**src/rtl/cfg_switch_box.sv**
```systemverilog
// rtl/cfg_switch_box.sv - directional switch box with scan-loaded, commit-validated routing config
module cfg_switch_box #(
  parameter int W       = 8,
  parameter int REG_OUT = 1,
  parameter int WILTON  = 0
) (
  input  logic         clk,
  input  logic         rst_n,
  input  logic [W-1:0] north_in,
  input  logic [W-1:0] east_in,
  input  logic [W-1:0] south_in,
  input  logic [W-1:0] west_in,
  output logic [W-1:0] north_out,
  output logic [W-1:0] east_out,
  output logic [W-1:0] south_out,
  output logic [W-1:0] west_out,
  input  logic         cfg_en,
  input  logic         cfg_in,
  output logic         cfg_out,
  input  logic         cfg_commit,
  output logic         cfg_ready,
  output logic         cfg_ok,
  output logic         cfg_err
);

  localparam int CFG_BITS = 8 * W;
  localparam int CNT_W    = $clog2(CFG_BITS + 1);
  localparam logic [CNT_W-1:0] CNT_FULL = CNT_W'(CFG_BITS);

  typedef enum logic [1:0] {ST_EMPTY, ST_FILLING, ST_READY} cfg_state_e;

  cfg_state_e          state_q, state_d;
  logic [CFG_BITS-1:0] shadow_q, shadow_d;
  logic [CFG_BITS-1:0] active_q, active_d;
  logic [CNT_W-1:0]    cnt_q, cnt_d;
  logic                ok_q, ok_d;
  logic                err_q, err_d;

  always_ff @(posedge clk or negedge rst_n) begin
    if (!rst_n) begin
      state_q  <= ST_EMPTY;
      shadow_q <= '0;
      active_q <= '0;
      cnt_q    <= '0;
      ok_q     <= 1'b0;
      err_q    <= 1'b0;
    end else begin
      state_q  <= state_d;
      shadow_q <= shadow_d;
      active_q <= active_d;
      cnt_q    <= cnt_d;
      ok_q     <= ok_d;
      err_q    <= err_d;
    end
  end

  // Commit has priority over shift; a shift in the commit cycle is dropped.
  always_comb begin
    state_d  = state_q;
    shadow_d = shadow_q;
    active_d = active_q;
    cnt_d    = cnt_q;
    ok_d     = 1'b0;
    err_d    = 1'b0;
    if (cfg_commit) begin
      if (state_q == ST_READY) begin
        active_d = shadow_q;
        cnt_d    = '0;
        state_d  = ST_EMPTY;
        ok_d     = 1'b1;
      end else begin
        err_d = 1'b1;
      end
    end else if (cfg_en) begin
      shadow_d = {cfg_in, shadow_q[CFG_BITS-1:1]};
      if (cnt_q != CNT_FULL) cnt_d = cnt_q + CNT_W'(1);
      state_d = (cnt_d == CNT_FULL) ? ST_READY : ST_FILLING;
    end
  end

  assign cfg_out   = shadow_q[0];
  assign cfg_ready = (cnt_q == CNT_FULL);
  assign cfg_ok    = ok_q;
  assign cfg_err   = err_q;

  logic [4*W-1:0] in_all;
  logic [4*W-1:0] route;
  logic [4*W-1:0] out_v;

  assign in_all = {west_in, south_in, east_in, north_in};

  for (genvar s = 0; s < 4; s++) begin : g_side
    for (genvar i = 0; i < W; i++) begin : g_trk
      localparam int CW_SRC = ((s + 1) % 4) * W + ((WILTON != 0) ? (i + 1) % W : i);
      localparam int OP_SRC = ((s + 2) % 4) * W + i;
      localparam int CC_SRC = ((s + 3) % 4) * W + ((WILTON != 0) ? (i + W - 1) % W : i);
      logic [1:0] sel;
      assign sel = active_q[2*(s*W+i) +: 2];
      assign route[s*W+i] = (sel == 2'b01) ? in_all[CW_SRC] :
                            (sel == 2'b10) ? in_all[OP_SRC] :
                            (sel == 2'b11) ? in_all[CC_SRC] : 1'b0;
    end
  end

  if (REG_OUT != 0) begin : g_reg
    logic [4*W-1:0] out_q;
    always_ff @(posedge clk or negedge rst_n) begin
      if (!rst_n) out_q <= '0;
      else        out_q <= route;
    end
    assign out_v = out_q;
  end else begin : g_comb
    assign out_v = route;
  end

  assign north_out = out_v[0*W +: W];
  assign east_out  = out_v[1*W +: W];
  assign south_out = out_v[2*W +: W];
  assign west_out  = out_v[3*W +: W];

endmodule
```
**config.mk**
```make
export PLATFORM = sky130hd
export DESIGN_NAME = cfg_switch_box
export DESIGN_NICKNAME = d
export VERILOG_FILES = /design/src/rtl/cfg_switch_box.sv
export SDC_FILE = /design/constraint.sdc
export NUM_CORES = 1
export LEC_CHECK = 0
export ABC_AREA = 0
export CORE_MARGIN = 1
export CORE_UTILIZATION = 30
export CTS_CLUSTER_DIAMETER = 40
export DETAILED_ROUTE_END_ITERATION = 12
export PLACE_DENSITY_LB_ADDON = 0.12
export SLEW_MARGIN = 20
export SYNTH_ARGS = -nofsm -noshare
export SYNTH_HDL_FRONTEND = slang
export SYNTH_SLANG_ARGS = --single-unit
```
**constraint.sdc**
```tcl
create_clock -name clk -period 2 [get_ports clk]
set_clock_uncertainty 0.15 [all_clocks]
set_input_delay 0.4 -clock clk [delete_from_list [all_inputs] [get_ports clk]]
set_output_delay 0.4 -clock clk [all_outputs]
set_load 0.01 [all_outputs]
```
=== Word-level counts from Yosys, hierarchy flattened ===
Cells that the tools add are included.

* Flip-flop bits (word level): 171
* Latch bits: 0
* RAM bits: 0
* ROM bits: 0
* Bits of input ports: 37
* Word-level logic and storage cells: 224
* Memories kept: 0

* Add/sub/neg operators: 1
* Multipliers: 0
* Div/mod/pow operators: 0
* $lt $le $gt $ge: 0
* Equality and inequality tests: 101
* Shifts and indexed selects: 0
* Muxes and demuxes: 110
* Bitwise gates (word level): 1
* Reduce and logical (&&, ||, !) cells: 4

{| class="wikitable"
|+ Operators by type and width
! kind !! number
|-
| $eq 2x2->1 const B || 65
|-
| $mux 1 || 100
|-
| $eq 2x1->1 const B || 32
|-
| $mux 7 || 6
|-
| $eq 7x7->1 const B || 2
|-
| $mux 2 || 4
|-
| $add 7x1->7 const B || 1
|-
| $ne 7x7->1 const B || 1
|-
| $reduce_and 2->1 || 3
|-
| $ne 2x1->1 const B || 1
|-
| $reduce_bool 2->1 || 1
|-
| $not 1->1 || 1
|}

=== Longest topological paths before layout ===
* Word-level depth: 8
* Mapped depth: 6

=== Least setup slack after synthesis ===
Ideal clock, no wire load.

* Path kind: reg-to-reg
* Start point: register cnt_q[0]
* End point: register state_q[0]
* Arrival time: 1.399 ns
* Data required time: 1.718 ns
* Setup slack: 0.318 ns
* Cell stages (with the launch flop): 6
* Buffers on the path: 0
* Path through: dfrtp_1 ha_1 nand3_2 or3_1 a22oi_2 a22oi_1

* Cells in the longest elaborated chain, start to end: 8

{| class="wikitable"
|+ Ends and longest elaborated chain
! item !! RTL line !! text
|-
| start, declared || 35 || <nowiki>logic [CNT_W-1:0] cnt_q, cnt_d;</nowiki>
|-
| start signal, assigned || 51 || <nowiki>cnt_q <= cnt_d;</nowiki>
|-
| $add 7x1->7 / $ne 7x7->1 (equally long branches) || 76 || <nowiki>if (cnt_q != CNT_FULL) cnt_d = cnt_q + CNT_W'(1);</nowiki>
|-
| $mux 7 (*) || 76 ||
|-
| $mux 7 (*) || 74 || <nowiki>end else if (cfg_en) begin</nowiki>
|-
| $mux 7 (*) || 65 || <nowiki>if (cfg_commit) begin</nowiki>
|-
| $eq 7x7->1 (*) || 77 || <nowiki>state_d = (cnt_d == CNT_FULL) ? ST_READY : ST_FILLING;</nowiki>
|-
| $mux 2 (*) || 77 ||
|-
| $mux 2 (*) || 74 ||
|-
| $mux 2 (*) || 65 ||
|-
| end signal, assigned || 48 || <nowiki>state_q <= state_d;</nowiki>
|-
| end, declared || 32 || <nowiki>cfg_state_e state_q, state_d;</nowiki>
|}

Every way passes the cells marked *; elsewhere a longest branch is shown, timed or not. The select of a mux whose other input is x is not followed.
A chain may end at the register's enable or synchronous reset.

=== Worst setup path after layout ===
* Start point: register cnt_q[1]
* End point: output port cfg_ready

* Cells in the longest elaborated chain, start to end: 1

{| class="wikitable"
|+ Ends and longest elaborated chain
! item !! RTL line !! text
|-
| $eq 7x7->1 || 82 || <nowiki>assign cfg_ready = (cnt_q == CNT_FULL);</nowiki>
|-
| end, declared || 21 || <nowiki>output logic cfg_ready,</nowiki>
|}

No other way between the ends.

==> impl_results.md <==
- Fin area: 9050 µm²
- Number of input and output port buffers inserted: 72
- Combinational share of power: 10.4%
- Final period utilization: 104%
- Count of filler cells inserted in the layout: 2161
- PnR Total Power: 7.76 mW
- Sequential fraction of design power: 46.6%
- Half-perimeter wire length after detailed placement: between 10 and 15 mm
- Sum of routed wire length over all layers: 15.1 mm
- Number of clock sinks: 171
- Number of cells on the worst hold path: 1
- Type of element capturing the critical path: primary output
- WP data required: 1.45 ns
- Floorplan die area: 24000 µm²
- VDD IR max: just over 0.0005 V
- Top-level port count: 73
- Worst reg-to-reg path cell count: 8
- Deepest clock path buffer count: 2
- Largest net degree at the start of global routing: 44
- Actual transition at the worst max-transition pin: 0.490 ns
- Vias/cell: roughly 4.5
- Clock network fraction of design power: 43.0%
- Overflow left after global routing: 0
- Violations in the final reports: setup timing
- DRT iter0 DRCs: 152
- Area share of the largest cell type after synthesis: 61.0%
- Switching power: 1.90 mW
- Netlist area before placement: 7020 µm²
- CP Max Fanout: 2
- Mean instance size in the synthesized netlist: 11.0 µm²
- Data arrival time at the worst-slack endpoint: 1.52 ns
- Internal power of the cells: 5.86 mW
- Biggest area contributors in the synthesized netlist: sky130_fd_sc_hd__dfrtp_1 61%, sky130_fd_sc_hd__nand2_1 14%, sky130_fd_sc_hd__mux2_2 9.6%, sky130_fd_sc_hd__mux2_1 5.8%, sky130_fd_sc_hd__o21ai_0 2.4%
- Fraction of synthesis flops using an asynchronous set or reset pin: 100%
- Worst R2R Setup Slack: 0.08 ns
- Number of enable flip-flop cells after synthesis: 0
- Number of routed nets with antenna violations: 0
- Global placer's final weighted congestion: 0.770
- Endpoint of the most critical register-to-register path: state_q[1]
- Switching Fraction: 24.5%
- Average detailed-routed wire length per instance: approximately 14 µm
- Total nets after synthesis: 680
- Number of design rule violations left after detail routing: 0
- Hold violation count in the final report: 0
- Global-route wire length before repair: 25.8 mm
- Chip width: roughly 150 µm
- Vias: 4797
- Reg2reg start: cnt_q[1]
- Hold wc startpoint: active_q[0]
- Cells along the critical path: inv_2, ha_4, and4bb_1, and2_4, buf_6
- Setup violators final: 1
- Number of detailed-routing iterations run before antenna repair: 6
- CTS tree: done
- Part of the Yosys area used for sequential elements: 61.0%
- Number of cells produced by synthesis: 641
- Antenna violations before repair: 0
- Period minus WS final: around 2.1 ns
- Slowest cell on the critical path: sky130_fd_sc_hd__dfrtp_1
- Total placed instance area: around 8300 µm²
- Final Slew Violations: 0
- Most common flop cell mapped by yosys: sky130_fd_sc_hd__dfrtp_1
- Worst-Skew Late Latency: 0.42 ns
- Floorplan die height: 155 µm
- Yosys cell types: 44
- Initial cell density of the core: ~31%
- Clk Tree Root Cell: sky130_fd_sc_hd__clkbuf_16
- Flop and latch count out of synthesis: 171
- Critical Path Source Type: flop
- Htree depth: 4
- Largest stage delay, worst path: about 0.4 ns
- CTS buffer count: 17
- Area growth, synth to finish: 28.9%
- Critical path start-end classification: flop to primary output
- Number of global-route vias before repair: 5023
- Yosys top cell by area: sky130_fd_sc_hd__dfrtp_1
- Number of rows in the core area: 55
- Total global-route track usage: roughly 14%
- Nets@finish: 784
- Commonest non-fill, non-tap cells in the layout: 261 x sky130_fd_sc_hd__nand2_1, 171 x sky130_fd_sc_hd__dfrtp_1, 70 x sky130_fd_sc_hd__clkdlybuf4s50_1
- Achievable clock frequency: between 400 and 500 MHz
- Most common library cell in the layout ignoring fill and taps: sky130_fd_sc_hd__nand2_1
- Worst hold margin: 0.335 ns
- Power density of the placed cells: between 800 and 900 nW/µm²
- Yosys warns: 0
- Max-cap check violation count: 0
- P_leak: ~4.4 nW
- Worst-case setup slack after placement: -0.159 ns
- RSZ-0062 raised after global routing: true
- Max-slew headroom: 67.3%
- Worst min-delay path class: flop to flop
- CORE AREA: 22800 µm²
- Worst-case setup margin in the final layout: -0.0717 ns
- Clock slew at reported path FFs: about 0.070 ns
- Count of antenna diodes in the layout: 0
- Result of the run: finished with violations
- Proportion of layout cells with a drive suffix above 1: 19.3%
- End point of the worst hold path: g_reg.out_q[0]
[routing by layer]
metal  GRT usage, %  vias up  wire (µm)
met1           18.6     2381       7420
met5              0        -          0
met4           5.42        0        258
met3           2.48       18        410
met2           21.4       65       7040
li1               -     2333          -
[how the worst max path moves through the flow]
| stage | endpoint | slack (ns) | cells past startpoint | start |
|---|---|---|---|---|
| finish | cfg_ready | -0.07 | 5 | cnt_q[1] |
| global route | cfg_ready | -0.14 | 5 | cnt_q[0] |
| CTS | cfg_ready | -0.09 | 5 | cnt_q[1] |
| detailed placement | cnt_q[6] | -0.16 | 6 | cfg_commit |
| global placement | cnt_q[6] | -0.1 | 6 | cfg_commit |
| floorplan | state_q[0] | 0.32 | 5 | cnt_q[0] |
[cells in the mapped netlist, types with 3 or more instances]
library cell / n
sky130_fd_sc_hd__nand2_1: 261
sky130_fd_sc_hd__buf_4: 3
sky130_fd_sc_hd__buf_6: 3
sky130_fd_sc_hd__buf_2: 10
sky130_fd_sc_hd__dfrtp_1: 171
sky130_fd_sc_hd__mux2_1: 36
sky130_fd_sc_hd__mux2_2: 60
sky130_fd_sc_hd__a21oi_1: 6
sky130_fd_sc_hd__inv_1: 3
sky130_fd_sc_hd__o21ai_0: 34
sky130_fd_sc_hd__o21ai_1: 5
sky130_fd_sc_hd__clkbuf_1: 11
[power by group through the flow]
stage / clock (mW) / combinational, mW / sequential (mW)
after global placement: 0 / 0.650 / 3.68
after floorplan: 0 / 0.315 / 3.67
after global routing: 3.58 / 0.898 / 3.63
after CTS: 3.44 / 0.803 / 3.62
final: 3.34 / 0.806 / 3.62
after detailed placement: 0 / 0.660 / 3.68
[critical path, delay by kind of cell, from the launching register on]
kind	cells	cell delay (ns)
buf+inv	2	0.17
fa+ha+maj	1	0.12
simple gates	2	0.40
flops	1	0.40
[through the flow]
stage / util, % / setup TNS (ns) / cells
after floorplan: - / 0 / 641
after global placement: 36.5 / -5.68 / 1027
after detailed placement: 36.5 / -6.76 / 1027
after CTS: 39.7 / -0.107 / 1071
after global routing: 39.7 / -0.141 / 1071
final: 39.7 / -0.0717 / 1071
[area by class of cell]
cell class / instances / area [µm²] / area share (%)
clock buffer: 18 / 439 / 4.85
clock inverter: 14 / 161 / 1.78
inverter: 3 / 11.3 / 0.124
multi-input combinational: 440 / 2630 / 29.0
sequential: 171 / 4280 / 47.3
tap: 313 / 392 / 4.33
timing repair buffer: 112 / 1140 / 12.6
[state kept, by name, summed over array words and instances (netlist names)]
name and cells:
active_q 64, state_q 2, cfg_err 1, g_reg.out_q 32
cfg_ok 1, cnt_q 7, shadow_q 64
[timing repair]
action                                 in CTS  in global routing
pin swaps                                   2                  2
endpoints found under the hold margin      37                  0
hold buffers                                1                  0
cloned                                      0                  0
gates resized for setup                    11                  2
setup buffers                              11                  1
setup endpoints to repair                   1                  4
[cell families after synthesis]
kind of cell               share of synthesized area, %
xor gates and xnor gates                          0.125
muxes                                              15.5
DFF                                                61.0
and+or+nand+nor                                    16.0
buffers and inverters                              2.26
AOI/OAI and AO/OA                                  4.78
adders and majority gates                         0.356
Power figures use the tool's default switching activity.
